==> config.mk <==
export PLATFORM = sky130hd
export DESIGN_NAME = instr_fetch
export DESIGN_NICKNAME = d
export VERILOG_FILES = /design/src/rtl/instr_fetch_pkg.sv /design/src/rtl/instr_fetch_fifo.sv /design/src/rtl/instr_fetch.sv
export SDC_FILE = /design/constraint.sdc
export NUM_CORES = 1
export LEC_CHECK = 0
export ABC_AREA = 1
export ABC_CLOCK_PERIOD_IN_PS = 18700
export CAP_MARGIN = 20
export CELL_PAD_IN_SITES_DETAIL_PLACEMENT = 1
export CELL_PAD_IN_SITES_GLOBAL_PLACEMENT = 1
export CORE_UTILIZATION = 42
export CTS_BUF_LIST = sky130_fd_sc_hd__clkbuf_8
export CTS_CLUSTER_DIAMETER = 100
export DETAILED_ROUTE_END_ITERATION = 8
export PLACE_DENSITY = 0.89
export SKIP_LAST_GASP = 1
export SYNTH_ARGS = -nofsm -noshare
export SYNTH_HDL_FRONTEND = slang
export SYNTH_SLANG_ARGS = --single-unit
==> constraint.sdc <==
create_clock -name clk_i -period 18.7 [get_ports clk_i]
set_clock_uncertainty 0.2 [all_clocks]
set_input_delay 3.74 -clock clk_i [delete_from_list [all_inputs] [get_ports clk_i]]
set_output_delay 3.74 -clock clk_i [all_outputs]
set_load 0.01 [all_outputs]
==> src/rtl/instr_fetch_pkg.sv <==
`default_nettype none
// +----------------------------------------------------------------------------+
// | Module   : instr_fetch_pkg                                                 |
// | Purpose  : Shared widths, default halt encoding, fetch FSM state type and  |
// |            the {pc, inst} buffer entry layout used by the fetch stage.     |
// | Ports    : none (package)                                                  |
// | Revision : 1.0 - initial release                                           |
// +----------------------------------------------------------------------------+
package instr_fetch_pkg;

   localparam int XLEN    = 64;
   localparam int ILEN    = 32;
   localparam int ENTRY_W = XLEN + ILEN;

   // RISC-V EBREAK; default word that terminates execution.
   localparam logic [ILEN-1:0] EBREAK_INSN = 32'h0010_0073;

   typedef enum logic [1:0] {
      ST_IDLE      = 2'd0,
      ST_RUN       = 2'd1,
      ST_WAIT_HALT = 2'd2,
      ST_HALT      = 2'd3
   } fetch_state_e;

   typedef struct packed {
      logic [XLEN-1:0] pc;
      logic [ILEN-1:0] inst;
   } fetch_entry_t;

endpackage
`default_nettype wire

==> src/rtl/instr_fetch_fifo.sv <==
`default_nettype none
// +----------------------------------------------------------------------------+
// | Module   : fetch_fifo                                                      |
// | Purpose  : Two-entry FIFO of {pc, inst} records between fetch and decode.  |
// | Ports    : clk_i/rst_i     clock, asynchronous active-high reset           |
// |            flush_i         discard all entries (wins over push/pop)        |
// |            push_i/push_data_i  enqueue one entry                           |
// |            pop_i           dequeue head entry                              |
// |            head_o          current head entry                              |
// |            full_o/empty_o  occupancy flags                                 |
// | Revision : 1.0 - initial release                                           |
// +----------------------------------------------------------------------------+
module fetch_fifo
   import instr_fetch_pkg::*;
(
   input  logic               clk_i,
   input  logic               rst_i,
   input  logic               flush_i,
   input  logic               push_i,
   input  logic [ENTRY_W-1:0] push_data_i,
   input  logic               pop_i,
   output logic [ENTRY_W-1:0] head_o,
   output logic               full_o,
   output logic               empty_o
);

   logic [1:0][ENTRY_W-1:0] mem_q, mem_d;
   logic                    rd_ptr_q, rd_ptr_d;
   logic                    wr_ptr_q, wr_ptr_d;
   logic [1:0]              count_q, count_d;
   logic                    do_push;
   logic                    do_pop;

   assign full_o  = (count_q == 2'd2);
   assign empty_o = (count_q == 2'd0);
   assign head_o  = mem_q[rd_ptr_q];

   // A push into a full FIFO is only accepted alongside a pop; in that case
   // the write slot equals the head slot, whose old contents leave this cycle.
   assign do_push = push_i && (!full_o || pop_i);
   assign do_pop  = pop_i && !empty_o;

   always_comb begin
      mem_d    = mem_q;
      rd_ptr_d = rd_ptr_q;
      wr_ptr_d = wr_ptr_q;
      count_d  = count_q;
      if (flush_i) begin
         rd_ptr_d = 1'b0;
         wr_ptr_d = 1'b0;
         count_d  = 2'd0;
      end else begin
         if (do_push) begin
            mem_d[wr_ptr_q] = push_data_i;
            wr_ptr_d        = ~wr_ptr_q;
         end
         if (do_pop) begin
            rd_ptr_d = ~rd_ptr_q;
         end
         count_d = count_q + {1'b0, do_push} - {1'b0, do_pop};
      end
   end

   always_ff @(posedge clk_i or posedge rst_i) begin
      if (rst_i) begin
         mem_q    <= '0;
         rd_ptr_q <= 1'b0;
         wr_ptr_q <= 1'b0;
         count_q  <= 2'd0;
      end else begin
         mem_q    <= mem_d;
         rd_ptr_q <= rd_ptr_d;
         wr_ptr_q <= wr_ptr_d;
         count_q  <= count_d;
      end
   end

endmodule
`default_nettype wire

==> src/rtl/instr_fetch.sv <==
`default_nettype none
// +----------------------------------------------------------------------------+
// | Module   : instr_fetch                                                     |
// | Purpose  : Instruction fetch stage. Walks the PC through a combinational   |
// |            instruction ROM, buffers up to two {pc, inst} records for       |
// |            decode, honours redirects and stops on the halt instruction.    |
// | Ports    : clk_i, rst_i        clock, asynchronous active-high reset       |
// |            start_i             pulse: begin fetching at RESET_PC           |
// |            rom_addr_o/rom_data_i  ROM address / returned word             |
// |            rom_finish_o, halted_o  high only once halted                   |
// |            inst_o, pc_o, valid_o, ready_i  decode handshake                |
// |            redirect_i, redirect_pc_i  branch/jump redirect                 |
// | Revision : 1.0 - initial release                                           |
// +----------------------------------------------------------------------------+
module instr_fetch
   import instr_fetch_pkg::*;
#(
   parameter logic [XLEN-1:0] RESET_PC  = 64'h0000_0000_0000_0000,
   parameter logic [ILEN-1:0] HALT_INSN = EBREAK_INSN
) (
   input  logic            clk_i,
   input  logic            rst_i,
   input  logic            start_i,
   output logic [XLEN-1:0] rom_addr_o,
   input  logic [ILEN-1:0] rom_data_i,
   output logic            rom_finish_o,
   output logic [ILEN-1:0] inst_o,
   output logic [XLEN-1:0] pc_o,
   output logic            valid_o,
   input  logic            ready_i,
   input  logic            redirect_i,
   input  logic [XLEN-1:0] redirect_pc_i,
   output logic            halted_o
);

   fetch_state_e    state_q, state_d;
   logic [XLEN-1:0] pc_q, pc_d;

   fetch_entry_t    head_entry;
   fetch_entry_t    push_entry;
   logic            fifo_full;
   logic            fifo_empty;
   logic            deq;
   logic            redirect_take;
   logic            fire;

   assign valid_o       = !fifo_empty && (state_q != ST_HALT);
   assign inst_o        = head_entry.inst;
   assign pc_o          = head_entry.pc;
   assign rom_addr_o    = pc_q;
   assign rom_finish_o  = (state_q == ST_HALT);
   assign halted_o      = rom_finish_o;

   assign deq           = valid_o && ready_i;
   assign redirect_take = redirect_i && ((state_q == ST_RUN) || (state_q == ST_WAIT_HALT));
   // A full buffer still accepts a new word when decode drains the head.
   assign fire          = (state_q == ST_RUN) && !redirect_take && (!fifo_full || deq);

   assign push_entry.pc   = pc_q;
   assign push_entry.inst = rom_data_i;

   fetch_fifo u_fifo (
      .clk_i       (clk_i),
      .rst_i       (rst_i),
      .flush_i     (redirect_take),
      .push_i      (fire),
      .push_data_i (push_entry),
      .pop_i       (deq),
      .head_o      (head_entry),
      .full_o      (fifo_full),
      .empty_o     (fifo_empty)
   );

   always_comb begin
      state_d = state_q;
      pc_d    = pc_q;
      unique case (state_q)
         ST_IDLE: begin
            if (start_i) begin
               state_d = ST_RUN;
               pc_d    = RESET_PC;
            end
         end
         ST_RUN: begin
            if (redirect_take) begin
               pc_d = {redirect_pc_i[XLEN-1:2], 2'b00};
            end else if (fire) begin
               pc_d = pc_q + 64'd4;
               if (rom_data_i == HALT_INSN) begin
                  state_d = ST_WAIT_HALT;
               end
            end
         end
         ST_WAIT_HALT: begin
            if (redirect_take) begin
               state_d = ST_RUN;
               pc_d    = {redirect_pc_i[XLEN-1:2], 2'b00};
            end else if (deq && (head_entry.inst == HALT_INSN)) begin
               // Fetch stopped at the halt word, so it is the last entry.
               state_d = ST_HALT;
            end
         end
         ST_HALT: begin
            state_d = ST_HALT;
         end
         default: begin
            state_d = ST_IDLE;
         end
      endcase
   end

   always_ff @(posedge clk_i or posedge rst_i) begin
      if (rst_i) begin
         state_q <= ST_IDLE;
         pc_q    <= RESET_PC;
      end else begin
         state_q <= state_d;
         pc_q    <= pc_d;
      end
   end

endmodule
`default_nettype wire
==> run summary <==
The net switching power of the design came out at 1.36 mW. The clock insertion delay at the later pin of the skew report came out at 0.58 ns. The critical path is of the input port to flop type. The post-route minimum period came out at 7.39 ns. The internal power consumption is 1.64 mW. The worst hold path begins at u_fifo.mem_q[182]. The share of synthesized flip-flops with an asynchronous set or reset is 100%.

The power per cell area is 168 nW/um^2. The post-synthesis sequential area ratio is 45.3%. The final-layout setup total negative slack came out at 0 ns. TritonCTS built the clock tree. STA puts the critical path data arrival time at 7.68 ns. The leakage power total is 8.56 nW. The startpoint identified for the worst register-to-register timing path is state_q[1]. The depth of the CTS H-tree came out at 2. The reg-to-reg setup timing slack is 14.05 ns. Combinational logic is responsible for 49.9% of the overall power.

The sequential fraction of design power is 32.7%. The last weighted congestion value of the routability-driven placer is 0.889. The relative max-transition margin is 30.1%. After synthesis, the cell types taking the most area are sky130_fd_sc_hd__dfrtp_1 (45%), sky130_fd_sc_hd__nand2_1 (25%), sky130_fd_sc_hd__o21ai_0 (6.8%), sky130_fd_sc_hd__inv_1 (4.5%), sky130_fd_sc_hd__nor2_1 (3.7%).

The max-capacitance violation count is 0. The count of hold buffers inserted by post-cts repair is 0. Once layout is complete, the utilization of the core stands at 54.5%.

The cell count after synthesis came out at 2,052. The mean area per synthesized cell is 6.89 um^2. The destination of the worst register-to-register timing path is u_fifo.mem_q[82]. The maximum number of pins on one net before global-route repair is 125. The depth of the worst hold-timing path is 2. The first detailed-routing pass ran for 5 iterations. The critical path launch point type is an input port.

The number of clock sinks seen by CTS is 256. For this run, the post-layout net count is 2,387. The proportion of layout cells with a drive suffix above 1 is 5.15%.

The register clock-pin slew on the reported worst setup and hold paths came out at 0.06 ns. After floorplanning, the core was sized to cover 32,900 um^2. The total length of routed wires is 53.4 mm.

The classification of the worst-slack hold path is flop to flop. The area share of the leading cell type in the synthesized netlist came out at 45.3%. The total number of placement rows is 66.

Using the TritonRoute via totals, the vias-per-cell ratio works out to 5.29. The detailed router finished its first iteration with 766 violations. The pin slew with the least headroom to its limit came out at 1.05 ns. Of all nets on the critical path, the largest fanout is 90. For hold timing, the worst endpoint is u_fifo.mem_q[182].

The library cell used as clock root buffer is sky130_fd_sc_hd__clkbuf_8. The clock passes through at most 3 buffers. The synthesized design spends more area on one cell type than any other, namely sky130_fd_sc_hd__dfrtp_1. The final-report hold violation count came to 0.

The vertical die dimension came out at 186 um. The largest vdd supply drop came out at 93.4 uV. The post-route DRC violation count is 0. The flow ran to the end, and the final reports show no timing, DRC or antenna violations. Relative to the synthesized area, the layout overhead comes to 26.6%.

Counting instances in the post-synthesis netlist gives the leading cell types as sky130_fd_sc_hd__nand2_1 (954), sky130_fd_sc_hd__dfrtp_1 (256), sky130_fd_sc_hd__o21ai_0 (192). The final setup violation count came out at 0. For this configuration, the core starts out at a cell density of 43.0%.

The count of nets left with antenna violations after detail routing came out at 0. The area of the die came out at 34,400 um^2. The die is 186 um wide. The number of storage elements in the synthesis netlist is 256. Post-CTS timing repair inserted 0 buffers for setup. STA puts the critical path data required time at 18.99 ns. The worst reg2reg path depth is 13. The number of placed I/O pins is 264. The worst path uses 39.5% of the clock period. STA classifies the critical path endpoint as a flop. Among all flip-flop cells after synthesis, the most frequent one is sky130_fd_sc_hd__dfrtp_1. The switching fraction of total power is 45.4%. In the global route stage, overall resource usage came out at 31.2%. The number of different library cells in the post-synthesis netlist came out at 34. The detailed placement HPWL is 37.6 mm. Clock tree synthesis inserted a total of 47 buffers. After clock tree synthesis, the repair step resized 0 gates. The initial antenna violation count is 3. The via count of the first global-routing pass is 15,100. The number of buffer cells added on primary ports came out at 257. The cell area after technology mapping is 14,100 um^2.

In the final routed layout, each cell accounts on average for 19.4 um. The count of pins over their slew limit was 0. The remaining global-route overflow is 0. The fraction of power consumed by the clock network came out at 17.4%. In the post-synthesis netlist, the cell with the most instances is sky130_fd_sc_hd__nand2_1. Yosys printed 0 warnings.

The highest attainable clock frequency came out at 135 MHz. Setup repair after global routing left no endpoint under its margin. The routed layout has 14,600 vias. The first global-routing pass estimated 82.9 mm of wire. The number of enable flip-flop cells after synthesis came out at 0.
==> cells in the final DEF (no fill, tap or decap), types with 2 or more instances in the layout <==
master / count
sky130_fd_sc_hd__a21oi_1: 5
sky130_fd_sc_hd__a22oi_1: 5
sky130_fd_sc_hd__a32o_1: 2
sky130_fd_sc_hd__a32oi_1: 2
sky130_fd_sc_hd__and2_1: 6
sky130_fd_sc_hd__buf_16: 4
sky130_fd_sc_hd__buf_4: 11
sky130_fd_sc_hd__clkbuf_8: 55
sky130_fd_sc_hd__clkdlybuf4s50_1: 257
sky130_fd_sc_hd__clkinvlp_4: 2
sky130_fd_sc_hd__conb_1: 4
sky130_fd_sc_hd__dfrtp_1: 255
sky130_fd_sc_hd__diode_2: 3
sky130_fd_sc_hd__ha_1: 8
sky130_fd_sc_hd__inv_1: 191
sky130_fd_sc_hd__inv_2: 5
sky130_fd_sc_hd__inv_8: 2
sky130_fd_sc_hd__nand2_1: 954
sky130_fd_sc_hd__nand2_2: 2
sky130_fd_sc_hd__nand3_1: 66
sky130_fd_sc_hd__nand4_1: 6
sky130_fd_sc_hd__nor2_1: 141
sky130_fd_sc_hd__nor2_2: 2
sky130_fd_sc_hd__nor2_4: 2
sky130_fd_sc_hd__nor3_1: 10
sky130_fd_sc_hd__o21ai_0: 191
sky130_fd_sc_hd__o21ai_1: 66
sky130_fd_sc_hd__o21ai_2: 25
sky130_fd_sc_hd__o22ai_1: 5
sky130_fd_sc_hd__xor2_1: 16
==> metrics by stage <==
step                cell area, um^2  hold WS [ns]  setup slack (ns)  instances  power [mW]
global placement              16900         0.259             10.59       2666        2.35
global route                  17900         0.302             11.09       2755        3.21
detailed placement            16900         0.272             10.42       2666        2.44
finish                        17900         0.285             11.31       2756        3.00
CTS                           17800         0.286             11.02       2748        2.97
floorplan                     14200         0.250              7.72       2055        1.79
==> cell type report <==
class / instances / area (um^2)
diodes: 3 / 7.51
clock buffers: 55 / 757
clock inverters: 27 / 143
fillers: 4253 / 15000
inverters: 174 / 661
multi-input cells: 1526 / 6590
flip-flops and latches: 256 / 6410
well taps: 442 / 553
repair buffers: 273 / 2790
==> flip-flops by register name, indices dropped and copies added (netlist names) <==
register and count:
rom_addr_o 62, state_q 2, u_fifo.mem_q 188, u_fifo.wr_ptr_q 1
u_fifo.count_q 2, u_fifo.rd_ptr_q 1
==> per-layer routing <==
metal	routed length, um	GRT usage (%)	share of wire [%]	vias up
li1	-	-	-	6832
met1	23200	40.5	43	7226
met2	25600	52.9	48	410
met3	2880	4.73	5.4	109
met4	1710	11.2	3.2	0
met5	0	0	0	-
==> power groups by stage <==
stage / Clock [mW] / Sequential, mW / Combinational [mW]
2_1_floorplan: 0 / 0.929 / 0.864
3_3_place_gp: 0 / 0.963 / 1.39
3_5_place_dp: 0 / 0.980 / 1.46
4_1_cts: 0.532 / 0.975 / 1.47
5_1_grt: 0.556 / 1.01 / 1.65
6_report: 0.523 / 0.981 / 1.50
==> worst max-delay path, stage by stage <==
cell	delay, ns
sky130_fd_sc_hd__clkdlybuf4s50_1	0.48
sky130_fd_sc_hd__nand2_1	0.07
sky130_fd_sc_hd__buf_4	0.32
sky130_fd_sc_hd__nand2_1	0.21
sky130_fd_sc_hd__buf_4	0.55
sky130_fd_sc_hd__inv_2	0.23
sky130_fd_sc_hd__nand2_2	0.18
sky130_fd_sc_hd__or2_4	0.27
sky130_fd_sc_hd__buf_16	0.33
sky130_fd_sc_hd__buf_4	0.84
sky130_fd_sc_hd__nand2_1	0.19
sky130_fd_sc_hd__o21ai_2	0.12
==> kinds of logic (layout without fill, tap and decap cells) <==
logic type,after synthesis,count (layout),synth area share (%)
buffers and inverters,273,529,8.32
XOR/XNOR,17,17,1.05
other,1,7,0.0265
AO/OA/AOI/OAI,302,302,11.6
adder cells (fa/ha/maj),8,8,0.708
AND/OR/NAND/NOR,1195,1195,33.0
flip-flops,256,256,45.3
==> worst max path at each step <==
stage	start	end	slack [ns]	cells after the start
after floorplan	rst_i	rom_addr_o[10]	7.72	1
after global placement	redirect_i	u_fifo.mem_q[74]	10.59	10
after detailed placement	redirect_i	u_fifo.mem_q[82]	10.42	11
after CTS	redirect_i	u_fifo.mem_q[82]	11.02	11
after global routing	redirect_i	u_fifo.mem_q[82]	11.09	12
final	redirect_i	u_fifo.mem_q[82]	11.31	12
Power figures use the tool's default switching activity.
